[src/rtl/line_scan_controller_pkg.sv]
`default_nettype none
// ============================================================================
//  Module      : line_scan_controller_pkg
//  Description : Shared FSM state encoding and cache-line field layout for the
//                line scan controller and the logic that drives its line mux.
//  Revision    : 1.0 - initial release
// ============================================================================
package line_scan_controller_pkg;

  // Explicit 2-bit state encoding
  typedef enum logic [1:0] {
    IDLE = 2'd0,
    SCAN = 2'd1,
    RESP = 2'd2
  } state_t;

  // Cache-line field offsets for the default 4-bit tag / 32-bit data layout
  localparam int VALID_BIT = 36;
  localparam int TAG_MSB   = 35;
  localparam int TAG_LSB   = 32;
  localparam int DATA_MSB  = 31;
  localparam int LINE_W    = 37;

endpackage : line_scan_controller_pkg
`default_nettype wire

[src/rtl/line_scan_controller.sv]
`default_nettype none
// ============================================================================
//  Module      : line_scan_controller
//  Description : Sequentially scans eight cache lines through an external 8:1
//                mux looking for a valid line whose tag matches the request.
//                Lowest matching index wins; a full scan without a match
//                reports a miss. Response is held until the consumer accepts.
//  Revision    : 1.0 - initial release
// ============================================================================
module line_scan_controller
  import line_scan_controller_pkg::*;
#(
  parameter int NUM_LINES = 8,
  parameter int TAG_W     = 4,
  parameter int DATA_W    = 32
) (
  input  logic                    clk,
  input  logic                    rst_n,
  input  logic                    req_valid,
  output logic                    req_ready,
  input  logic [TAG_W-1:0]        req_tag,
  output logic [2:0]              line_sel,
  input  logic [TAG_W+DATA_W:0]   line_data,
  output logic                    rsp_valid,
  input  logic                    rsp_ready,
  output logic                    rsp_hit,
  output logic [2:0]              rsp_index,
  output logic [DATA_W-1:0]       rsp_data
);

  // Field positions derived from the parameterised widths; they reduce to
  // the package offsets for the default layout.
  localparam int c_valid_bit = TAG_W + DATA_W;
  localparam int c_tag_msb   = TAG_W + DATA_W - 1;
  localparam int c_tag_lsb   = DATA_W;
  localparam logic [2:0] c_last_sel = 3'(NUM_LINES - 1);

  state_t              r_state;
  state_t              w_state_nxt;
  logic [TAG_W-1:0]    r_tag;
  logic [2:0]          r_line_sel;
  logic                r_rsp_hit;
  logic [2:0]          r_rsp_index;
  logic [DATA_W-1:0]   r_rsp_data;
  logic                w_match;
  logic                w_last;

  // State register
  always_ff @(posedge clk) begin
    if (!rst_n) r_state <= IDLE;
    else        r_state <= w_state_nxt;
  end

  // Next-state decode and match detection on the currently selected line
  always_comb begin
    w_state_nxt = r_state;
    w_match     = line_data[c_valid_bit] &&
                  (line_data[c_tag_msb:c_tag_lsb] == r_tag);
    w_last      = (r_line_sel == c_last_sel);
    case (r_state)
      IDLE:    if (req_valid)         w_state_nxt = SCAN;
      SCAN:    if (w_match || w_last) w_state_nxt = RESP;
      RESP:    if (rsp_ready)         w_state_nxt = IDLE;
      default:                        w_state_nxt = IDLE;
    endcase
  end

  // Datapath: tag capture, line walk and result latching
  always_ff @(posedge clk) begin
    if (!rst_n) begin
      r_tag       <= '0;
      r_line_sel  <= 3'd0;
      r_rsp_hit   <= 1'b0;
      r_rsp_index <= 3'd0;
      r_rsp_data  <= '0;
    end else begin
      case (r_state)
        IDLE: begin
          if (req_valid) begin
            r_tag      <= req_tag;
            r_line_sel <= 3'd0;
          end
        end
        SCAN: begin
          if (w_match) begin
            r_rsp_hit   <= 1'b1;
            r_rsp_index <= r_line_sel;
            r_rsp_data  <= line_data[DATA_W-1:0];
          end else if (w_last) begin
            // Miss: select stays on the last line, no wrap
            r_rsp_hit   <= 1'b0;
            r_rsp_index <= 3'd0;
            r_rsp_data  <= '0;
          end else begin
            r_line_sel  <= r_line_sel + 3'd1;
          end
        end
        RESP: begin
          // Select returns to line 0 together with the return to IDLE
          if (rsp_ready) r_line_sel <= 3'd0;
        end
        default: r_line_sel <= 3'd0;
      endcase
    end
  end

  assign req_ready = (r_state == IDLE);
  assign rsp_valid = (r_state == RESP);
  assign line_sel  = r_line_sel;
  assign rsp_hit   = r_rsp_hit;
  assign rsp_index = r_rsp_index;
  assign rsp_data  = r_rsp_data;

endmodule : line_scan_controller
`default_nettype wire

[config.mk]
export PLATFORM = sky130hd
export DESIGN_NAME = line_scan_controller
export DESIGN_NICKNAME = d
export VERILOG_FILES = /design/src/rtl/line_scan_controller_pkg.sv /design/src/rtl/line_scan_controller.sv
export SDC_FILE = /design/constraint.sdc
export NUM_CORES = 1
export LEC_CHECK = 0
export CAP_MARGIN = 10
export CELL_PAD_IN_SITES_DETAIL_PLACEMENT = 2
export CELL_PAD_IN_SITES_GLOBAL_PLACEMENT = 2
export CORE_ASPECT_RATIO = 0.9
export CORE_UTILIZATION = 23
export CTS_BUF_LIST = sky130_fd_sc_hd__clkbuf_4 sky130_fd_sc_hd__clkbuf_8
export DETAILED_ROUTE_END_ITERATION = 6
export PLACE_DENSITY_LB_ADDON = 0.1
export SYNTH_ARGS = -nofsm -noshare
export SYNTH_HDL_FRONTEND = slang
export SYNTH_SLANG_ARGS = --single-unit
export TNS_END_PERCENT = 5
[constraint.sdc]
create_clock -name clk -period 1.86 [get_ports clk]
set_clock_uncertainty 0.15 [all_clocks]
set_input_delay 0.372 -clock clk [delete_from_list [all_inputs] [get_ports clk]]
set_output_delay 0.372 -clock clk [all_outputs]
set_load 0.01 [all_outputs]
==> flow_metrics.py <==
metrics = {
    "detailed_routing": {
        "wl_per_cell_um": 17.1,
        "drt_iter0_drc": 72,
        "vias": 2577,
        "first_pass_iters": 4,
        "via_per_inst": 5.04,
        "wl_um": 8720,
        "drc": 0,
        "ant_nets": 0,
    },
    "synth": {
        "ys_top_cells_by_area": "dfxtp_1, nand3_1, a211o_1",
        "ys_async_sr_fraction_pct": 0,
        "synth_edf_count": 0,
        "synthCells": 296,
        "yosys.area.top_type": "dfxtp_1",
        "avgSynthCellArea_um2": 8.03,
        "synth_seq_cells": 45,
        "synth_top_area_share_pct": 37.9,
        "netlist_area_um2": 2380,
        "mappedNetlistNets": 343,
        "yosysSeqAreaShare_pct": 37.9,
        "ys_types": 35,
        "ys_warn_count": 0,
        "synthFlopType": "dfxtp_1",
    },
    "timing": {
        "holdWs_ps": 278,
        "tns_ps": 0,
        "hold_viol": 0,
        "tightestPinTransition_ps": 297,
        "rsz0062_at_grt": "true",
        "finalCritPeriodShare_pct": 98.5,
        "setup_viol": 0,
        "fmax_ghz": 0.546,
        "slew_headroom_pct": 80.2,
        "final.min_clock_period_ps": 1830,
        "final_max_slew_viol_count": 0,
    },
    "cts": {
        "cts_post_setup_buffers_inserted": 0,
        "clock-root-buffer": "clkbuf_8",
        "cts_tree": "done",
        "clock-sinks": 45,
        "cts_buffers": 5,
        "cts_hold_buf": 0,
        "path_clk_slew_ps": 90,
        "h-tree-depth": 2,
        "clock_latency_ps": 310,
        "cts_buffer_depth": 2,
    },
    "critical_path": {
        "cp-start-kind": "flop",
        "cp_max_fo": 3,
        "reg2reg_slack_ps": 30,
        "path_class": "flop to flop",
        "worst_ep_required_time_ps": 1920,
        "crit_arrival_ps": 1890,
        "endpoint_kind": "flop",
    },
    "power": {
        "p_switching_mw": 1.58,
        "pwr-share-seq_pct": 38.3,
        "netSwitchingFraction_pct": 35.0,
        "p_total_mw": 4.52,
        "peakVddDrop_v": 0.000450,
        "p_leak_nw": 1.59,
        "powerDensity_nw_per_um2": 1260,
        "intPower_mw": 2.94,
        "pwr-share-clk_pct": 15.7,
        "pwr-share-comb_pct": 46.1,
    },
    "die": {
        "initial_core_util_pct": 24.1,
        "core_area_um2": 9870,
        "die_x_um": 109,
        "dieArea_um2": 10700,
        "die_height_um": 98.5,
        "io_pins": 86,
        "std_cell_rows": 34,
    },
    "min_path": {
        "worstHoldPathType": "primary input to flop",
    },
    "outcome": {
        "outcome": "finished, final reports clean",
    },
    "finish": {
        "stdcell_area_um2": 3600,
        "mostFrequentLayoutCell": "clkdlybuf4s50_1",
        "nNetsFinal": 431,
        "mostFrequentLayoutCells": "clkdlybuf4s50_1, nand3_1, dfxtp_1, nor2_1, o21ai_0",
        "num_antenna_cells": 0,
        "drive_gt1_share_pct": 11.7,
        "area_growth_pct": 51.4,
        "final_cells": 511,
    },
    "flow_run": {
        "drv_cap": 0,
    },
    "placed_design": {
        "dpl_cell_area_um2": 3470,
        "dpl.cell_count": 503,
        "gp_congestion": 0.728,
        "io_buffers": 85,
        "hpwlAfterDp_um": 6010,
    },
    "grt": {
        "antenna_found_initial": 0,
        "track_usage_pct": 16.8,
        "grt_pass1_vias": 2675,
        "grt_overflow_total": 0,
        "grt_max_degree": 59,
        "grt_pass1_wl_um": 13900,
    },
}
## cell type report
cell class | count | area (um2)
Clock buffer | 7 | 96.3
Timing Repair Buffer | 109 | 1100
Fill cell | 1136 | 6270
Tap cell | 126 | 158
Clock inverter | 1 | 5.00
Inverter | 3 | 11.3
Sequential cell | 45 | 906
Multi-Input combinational cell | 220 | 1320
## critical path: stages, from the launching register on
cell	delay, ps
dfxtp_1	340
ha_1	200
ha_1	230
nand2b_1	150
a32oi_1	230
o21ai_1	140
mux2_2	280
## layer usage
metal / track usage (%) / vias up / wire length (um)
met5: 0 / - / 0
met4: 3.43 / 0 / 66
met3: 3.77 / 7 / 366
met2: 28.4 / 51 / 4140
met1: 21.7 / 1274 / 4150
li1: - / 1245 / -
## Yosys cell counts, drive strengths merged, types with 2 or more instances
master	number
nand3	72
dfxtp	45
nor2	38
o21ai	37
a211o	34
buf	17
clkbuf	11
nor2b	6
mux2i	4
xnor2	4
nand2	3
nand2b	3
a22o	2
and2	2
ha	2
inv	2
## state kept, by name (all words and copies together) (netlist names)
signal	flops
rsp_index	3
r_state	2
r_tag	4
rsp_hit	1
rsp_data	32
line_sel	3
## logic make-up (layout without fill, tap and decap cells)
logic type,Yosys count,in the layout,share of synthesized area (%)
buffers and inverters,31,120,7.42
adders and majority gates,2,2,1.05
and+or+nand+nor,131,131,27.1
xor gates and xnor gates,4,4,1.47
DFF,45,45,37.9
muxes,5,5,2.16
AOI/OAI and AO/OA,78,78,22.9
## metrics by stage
stage	util, %	setup slack, ps
6_report	36.5	28.0
5_1_grt	36.5	-34.0
4_1_cts	36.2	5.19
3_5_place_dp	35.2	-313
3_3_place_gp	35.2	-239
2_1_floorplan	-	13.9
## worst paths after layout
path,from,endpoint,depth (start not counted)
max,line_sel[0]$_SDFFE_PN0P_,line_sel[0]$_SDFFE_PN0P_,6
min,rst_n,r_state[1]$_SDFFE_PN0P_,3
max reg2reg,line_sel[0]$_SDFFE_PN0P_,line_sel[0]$_SDFFE_PN0P_,6
min reg2reg,r_tag[2]$_SDFFE_PN0P_,r_tag[2]$_SDFFE_PN0P_,2
## power by group through the flow
| stage | Clock, mW | Sequential (mW) | Combinational, mW |
|---|---|---|---|
| floorplan | 0 | 1.86 | 0.798 |
| global route | 0.787 | 1.78 | 2.29 |
| CTS | 0.745 | 1.73 | 2.11 |
| global placement | 0 | 1.73 | 2.03 |
| detailed placement | 0 | 1.75 | 2.10 |
| finish | 0.707 | 1.73 | 2.08 |
## repair_timing
action | 4_1_cts | 5_1_grt
pin swaps | 0 | 0
resized for setup | 7 | 7
endpoints found under the setup margin | 5 | 34
hold endpoints to repair | 0 | 0
Power figures use the tool's default switching activity.
